<file path="src/rtl/dsp_pkg.sv">
// Shared definitions for the DSP core front end: PC source encodings,
// NOP word, two-word instruction prefix and fetch state enum.
package dsp_pkg;

    localparam logic [1:0] PC_BR   = 2'b00;
    localparam logic [1:0] PC_CALL = 2'b01;
    localparam logic [1:0] PC_RET  = 2'b10;
    localparam logic [1:0] PC_SEQ  = 2'b11;

    localparam logic [15:0] NOP_INSTR       = 16'h7F80;
    localparam logic [3:0]  TWO_WORD_PREFIX = 4'hF;

    typedef enum logic [1:0] {
        FETCH1 = 2'd0,
        FETCH2 = 2'd1,
        ISSUE  = 2'd2
    } fetch_state_t;

    function automatic logic is_two_word(input logic [15:0] word);
        return word[15:12] == TWO_WORD_PREFIX;
    endfunction

endpackage

</file>
<file path="src/rtl/fetch_unit_return_stack.sv">
// Hardware return stack: shift-register of return addresses, top at entry 0.
// Overflow drops the bottom entry; underflow keeps returning the bottom entry.
module return_stack #(
    parameter int DEPTH = 4,
    parameter int W     = 12
) (
    input  logic         clk,
    input  logic         rst_n,
    input  logic         push,
    input  logic         pop,
    input  logic [W-1:0] push_data,
    output logic [W-1:0] top
);

    logic [W-1:0] entries [DEPTH];

    always_ff @(posedge clk or negedge rst_n) begin
        if (!rst_n) begin
            for (int i = 0; i < DEPTH; i++) entries[i] <= '0;
        end else if (push) begin
            entries[0] <= push_data;
            for (int i = 1; i < DEPTH; i++) entries[i] <= entries[i-1];
        end else if (pop) begin
            // bottom entry is left in place so it is duplicated upward
            for (int i = 0; i < DEPTH - 1; i++) entries[i] <= entries[i+1];
        end
    end

    assign top = entries[0];

endmodule

</file>
<file path="src/rtl/fetch_unit.sv">
// Instruction fetch stage: PC, IR/operand registers and next-PC selection.
// Return stack is present only when FETCH_STACK_EN is defined.
//
// state  | meaning
// FETCH1 | request first instruction word at fetch_pc
// FETCH2 | request operand word of a two-word instruction
// ISSUE  | instruction valid to decode; resolve next PC unless stalled
module fetch_unit
    import dsp_pkg::*;
#(
    parameter int PC_W        = 12,
    parameter int STACK_DEPTH = 4
) (
    input  logic            clk,
    input  logic            rst_n,
    output logic [PC_W-1:0] pm_addr,
    output logic            pm_req,
    input  logic            pm_ack,
    input  logic [15:0]     pm_rdata,
    input  logic [1:0]      pcInMux_ctrl,
    input  logic            branch_taken,
    input  logic            stall,
    output logic [15:0]     instruction,
    output logic [7:0]      OP_dk,
    output logic [3:0]      OP_s,
    output logic [15:0]     operand,
    output logic            instr_valid,
    output logic [PC_W-1:0] pc
);

    fetch_state_t    state, state_nxt;
    logic [PC_W-1:0] fetch_pc, fetch_pc_nxt;
    logic [PC_W-1:0] seq_pc, jump_pc;
    logic [PC_W-1:0] pc_q;
    logic [15:0]     ir, operand_q;
    logic            pm_req_q, instr_valid_q;
    logic            ack_ok, ir_load, op_load;

    // fetch_pc points at the last fetched word while in ISSUE
    assign seq_pc  = fetch_pc + PC_W'(1);
    assign jump_pc = operand_q[PC_W-1:0];
    assign ack_ok  = pm_ack & pm_req_q;

`ifdef FETCH_STACK_EN
    logic            stack_push, stack_pop;
    logic [PC_W-1:0] stack_top;

    return_stack #(
        .DEPTH (STACK_DEPTH),
        .W     (PC_W)
    ) u_return_stack (
        .clk       (clk),
        .rst_n     (rst_n),
        .push      (stack_push),
        .pop       (stack_pop),
        .push_data (seq_pc),
        .top       (stack_top)
    );
`endif

    always_comb begin
        state_nxt    = state;
        fetch_pc_nxt = fetch_pc;
        ir_load      = 1'b0;
        op_load      = 1'b0;
`ifdef FETCH_STACK_EN
        stack_push   = 1'b0;
        stack_pop    = 1'b0;
`endif
        case (state)
            FETCH1: begin
                if (ack_ok) begin
                    ir_load = 1'b1;
                    if (is_two_word(pm_rdata)) begin
                        fetch_pc_nxt = fetch_pc + PC_W'(1);
                        state_nxt    = FETCH2;
                    end else begin
                        state_nxt = ISSUE;
                    end
                end
            end
            FETCH2: begin
                if (ack_ok) begin
                    op_load   = 1'b1;
                    state_nxt = ISSUE;
                end
            end
            ISSUE: begin
                if (!stall) begin
                    state_nxt    = FETCH1;
                    fetch_pc_nxt = seq_pc;
                    case (pcInMux_ctrl)
`ifdef FETCH_STACK_EN
                        PC_BR: begin
                            if (branch_taken) fetch_pc_nxt = jump_pc;
                        end
                        PC_CALL: begin
                            if (branch_taken) begin
                                stack_push   = 1'b1;
                                fetch_pc_nxt = jump_pc;
                            end
                        end
                        PC_RET: begin
                            stack_pop    = 1'b1;
                            fetch_pc_nxt = stack_top;
                        end
`else
                        // without a stack, call degrades to branch, return to sequential
                        PC_BR, PC_CALL: begin
                            if (branch_taken) fetch_pc_nxt = jump_pc;
                        end
`endif
                        default: ;
                    endcase
                end
            end
            default: state_nxt = FETCH1;
        endcase
    end

    always_ff @(posedge clk or negedge rst_n) begin
        if (!rst_n) begin
            state         <= FETCH1;
            fetch_pc      <= '0;
            pc_q          <= '0;
            ir            <= NOP_INSTR;
            operand_q     <= '0;
            pm_req_q      <= 1'b0;
            instr_valid_q <= 1'b0;
        end else begin
            state         <= state_nxt;
            fetch_pc      <= fetch_pc_nxt;
            pm_req_q      <= (state_nxt != ISSUE);
            instr_valid_q <= (state_nxt == ISSUE);
            if (ir_load) begin
                ir   <= pm_rdata;
                pc_q <= fetch_pc;
            end
            if (op_load) operand_q <= pm_rdata;
        end
    end

    assign pm_addr     = fetch_pc;
    assign pm_req      = pm_req_q;
    assign instruction = ir;
    assign OP_dk       = ir[15:8];
    assign OP_s        = ir[15:12];
    assign operand     = operand_q;
    assign instr_valid = instr_valid_q;
    assign pc          = pc_q;

endmodule
</file>
<file path="config.mk">
export PLATFORM = sky130hd
export DESIGN_NAME = fetch_unit
export DESIGN_NICKNAME = d
export VERILOG_FILES = /design/src/rtl/dsp_pkg.sv /design/src/rtl/fetch_unit_return_stack.sv /design/src/rtl/fetch_unit.sv
export SDC_FILE = /design/constraint.sdc
export NUM_CORES = 1
export LEC_CHECK = 0
export CAP_MARGIN = 10
export CORE_ASPECT_RATIO = 0.5
export CORE_UTILIZATION = 25
export CTS_CLUSTER_SIZE = 40
export DETAILED_ROUTE_END_ITERATION = 10
export GPL_TIMING_DRIVEN = 0
export SLEW_MARGIN = 20
export SYNTH_ARGS = -nofsm -noshare
export SYNTH_HDL_FRONTEND = slang
export SYNTH_SLANG_ARGS = --single-unit
</file>
<file path="constraint.sdc">
create_clock -name clk -period 2.3 [get_ports clk]
set_clock_uncertainty 0.05 [all_clocks]
set_input_delay 0.46 -clock clk [delete_from_list [all_inputs] [get_ports clk]]
set_output_delay 0.46 -clock clk [all_outputs]
set_load 0.02 [all_outputs]
</file>
; After elaboration in Yosys (flattened, before gate mapping)
; Index checks and enable logic that the tools add are counted.
[op_classes]
n_addsub = 1
n_eq_ne = 9
muxes = 14
bitwise = 1
n_reduce_logical = 5
[ops]
columns = cell, n
row1 = $mux 12, 5
row2 = $pmux 12 s2, 1
row3 = $add 12x1->12 const B, 1
row4 = $mux 2, 4
row5 = $ne 2x2->1 const B, 4
row6 = $pmux 2 s3, 1
row7 = $eq 2x1->1 const B, 2
row8 = $eq 2x2->1 const B, 2
row9 = $eq 4x4->1 const B, 1
row10 = $logic_not 2->1, 2
row11 = $reduce_and 4->1, 1
row12 = $mux 1, 3
row13 = $reduce_bool 2->1, 1
row14 = $reduce_or 2->1, 1
row15 = $and 1x1->1, 1
[word_totals]
regBits = 60
in_bits = 23
output_inout_bits = 70
word_cells = 37

; Longest topological paths before layout
[depth]
depth_word = 5
ltp_mapped = 5
ltp_nobuf = 5

; Worst setup path before layout
; OpenSTA, ideal clock, no wires.
[synth_path]
kind = reg2reg
start = register fetch_pc[5], in the netlist pm_addr[5]
end = register fetch_pc[11], in the netlist pm_addr[11]
setup_ps = 73
arrival_ps = 1572
t_required_ps = 2177
path_slack_ps = 605
path_stages_with_launch = 6
n_path_buf = 1
synth_period_minus_slack_ps = 1695
cell_sequence = dfrtp_1 buf_2 nand3_1 or4_4 a211oi_2 a2bb2oi_2
[synth_via]
elab_chain_len = 5
elab_cells_between_ends = 7
cone_classes = 1 x add/sub / 6 x mux
[synth_rtl]
columns = element, line_no
row1 = from (decl), fetch_unit.sv:32  ; logic [PC_W-1:0] fetch_pc, fetch_pc_nxt;
row2 = from (signal assigned), fetch_unit.sv:132  ; fetch_pc <= fetch_pc_nxt;
row3 = $add 12x1->12 (*), "fetch_unit.sv:40, fetch_unit.sv:75"
row4 = $mux 12, fetch_unit.sv:110  ; if (branch_taken) fetch_pc_nxt = jump_pc;
row5 = $mux 12, fetch_unit.sv:92  ; case (pcInMux_ctrl)
row6 = $mux 12, fetch_unit.sv:89  ; if (!stall) begin
row7 = $pmux 12 s2 (*), fetch_unit.sv:70  ; case (state)
; Every way passes the cells marked *; elsewhere a longest branch is shown, timed or not. The select of a mux whose other input is x is not followed.
; A chain may end at the register's enable or synchronous reset.

; Worst setup path in the final report
[layout_path]
start = register ir[12], in the netlist instruction[12]
end = output port OP_s[0]
[layout_lines]
columns = element, line_no
row1 = from (decl), fetch_unit.sv:35  ; logic [15:0] ir, operand_q;
row2 = from (signal assigned), fetch_unit.sv:136  ; ir <= pm_rdata;
row3 = to (decl), fetch_unit.sv:25  ; output logic [3:0] OP_s,
; No word-level cell between the ends.

==> metrics <==
clk_lat worst skew=330 ps; WL final=7.30 mm; initial antenna violation count=0; Worst Tran Pin Value=530 ps; VDD IR-drop max=0.502 mV; die height=75.7 um; crit path kind=reg2out; Initial Util=26.2%; DRC errors left=0; Vias per Instance=4.54; # setup viols final=0; drt pass-1 iters=4; CTS root buf=clkbuf_16; CP Capture Type=primary output; Final Hold Viols=0; Worst slew margin=64.6%; number of global-route vias before repair=2140; share of the synthesized area in the top cell type=47.9%; register bit total from synthesis=60; H-Tree Depth=3; TNS Setup=0 ps; clock slew at reported path FFs=50 ps; crit path DAT=1580 ps; CTS tree=done; Final ANT Viol Nets=0; setup repair bufs after CTS=0; row count=26; Req. time, crit path=1790 ps; max frequency=0.479 GHz; sequential share of the synthesized area=55.6%; GP Congestion=0.829; synthesized instance count=209; post-synthesis cell area=0.00272 mm^2; antenna diode count=0; Power Dens Cells=1530 mW/mm^2; clk buf depth=2; Die X=149 um; crit-path max FO=4; total CTS buffers=9; area leader, netlist=dfrtp_1; ys flop type=dfrtp_1; FFs w/ async S/R, synth=100%; first-pass GRT wire length=11.4 mm; P&R area growth vs syn=51.2%; Post-Syn Area per Cell=13.0 um^2; Final min period=2090 ps; Max Slew Vio Count=0; Syn Nets=233; Layout Nets=337; FF-to-FF setup slack=400 ps; minimum hold slack=455 ps; hold crit path type=reg2reg; post-CTS sizing=0; layout cell share with drive strength beyond 1=31.8%; RSZ-0062 raised after global routing=false; post-synth cell types=36; Detail Placement HPWL=5.40 mm; GRT Resource Usage Total=13.5%; drt initial violations=102; most common cell after layout, fill and taps aside=clkdlybuf4s50_1; PortBufs=91; largest net degree at the start of global routing=52; LEAKAGE=1.71 nW; Yosys warning count=0; CTS sink count=60; status=finished, final reports clean; Max-cap violations=0; Vias=2079; Die Area=0.0113 mm^2; leading post-synthesis cells by cell area=dfrtp_1 (48%), mux2_2 (18%), dfstp_2 (7.7%); EDFF count, synth=0; most frequent cells in the layout=clkdlybuf4s50_1 (90), dfrtp_1 (52), mux2_2 (44); WL/cell=15.9 um; final period utilization=90.8%; GRT Residual Overflow=0; Worst setup SP type=flip-flop; Ports=93; Core ar.=0.0104 mm^2
worst paths after layout:
kind	from	endpoint	cells after the start
worst min-delay path	instruction[0]$_DFFE_PN0P_	instruction[0]$_DFFE_PN0P_	1
min in group asynchronous	rst_n	instruction[4]$_DFFE_PN0P_	2
worst max-delay path	instruction[12]$_DFFE_PN1P_	OP_s[0]	2
worst max register to register	state[1]$_DFF_PN0_	pc[11]$_DFFE_PN0P_	4
max in group asynchronous	rst_n	instruction[9]$_DFFE_PN1P_	3
worst min register to register	instruction[0]$_DFFE_PN0P_	instruction[0]$_DFFE_PN0P_	1
report_power, final:
| group | internal (mW) | switching (mW) | total, mW |
|---|---|---|---|
| registers | 1.59 | 0.458 | 2.05 |
| clock network | 0.749 | 0.462 | 1.21 |
| logic | 1.63 | 1.41 | 3.04 |
| total | 3.97 | 2.33 | 6.30 |
cell families after synthesis:
logic type,share of synthesized area [%]
flops,55.6
mux,18.6
simple gates,9.63
compound gates,10.1
buf+inv,5.57
fa+ha+maj,0.461
cells in the mapped netlist, types with 3 or more instances:
library cell	number
buf_2	4
mux2_2	44
clkbuf_1	3
o21ai_0	9
nor2_1	4
a2bb2oi_1	9
o22ai_1	5
nand3_1	3
dfrtp_1	52
buf_4	15
nand2_1	10
dfstp_2	8
a21oi_1	3
nand4_1	5
a211oi_1	4
nor3_1	6
timing repair:
action,4_1_cts,5_1_grt
hold buffers,1,0
endpoints found under the setup margin,0,0
endpoints found under the hold margin,9,0
state kept, by name, summed over array words and instances (netlist names):
signal,count
instruction,16
pc,12
operand,16
pm_req,1
pm_addr,12
instr_valid,1
state,2
cell type report:
type                            instances  area [um^2]
Sequential cell                        60         1510
Inverter                                2         7.51
Buffer                                 22          144
Clock buffer                           11          243
Timing Repair Buffer                   93          946
Fill cell                             953         6270
Clock inverter                          5         27.5
Tap cell                              140          175
Multi-Input combinational cell        125         1050
worst max-delay path, cell delays in order, from the launching register on:
cell and delay [ps]:
dfstp_2 550, buf_4 110, clkdlybuf4s50_1 600
through the flow:
step	instance area, um^2	cells	util (%)	total power, mW	setup WS (ps)
floorplan	2720	209	-	3.60	605
global placement	3800	440	36.6	5.06	-1160
detailed placement	3830	441	36.9	5.14	-98.3
CTS	4110	458	39.6	6.37	188
global route	4110	458	39.6	6.64	104
finish	4110	458	39.6	6.30	211
per-layer routing:
| layer | GRT usage (%) | vias up | wire length (um) |
|---|---|---|---|
| met1 | 17.8 | 1033 | 3300 |
| met5 | 0 | - | 0 |
| li1 | - | 986 | - |
| met2 | 21.7 | 52 | 3560 |
| met4 | 4.08 | 0 | 91 |
| met3 | 4.19 | 8 | 351 |
(Power assumes the default switching activity.)
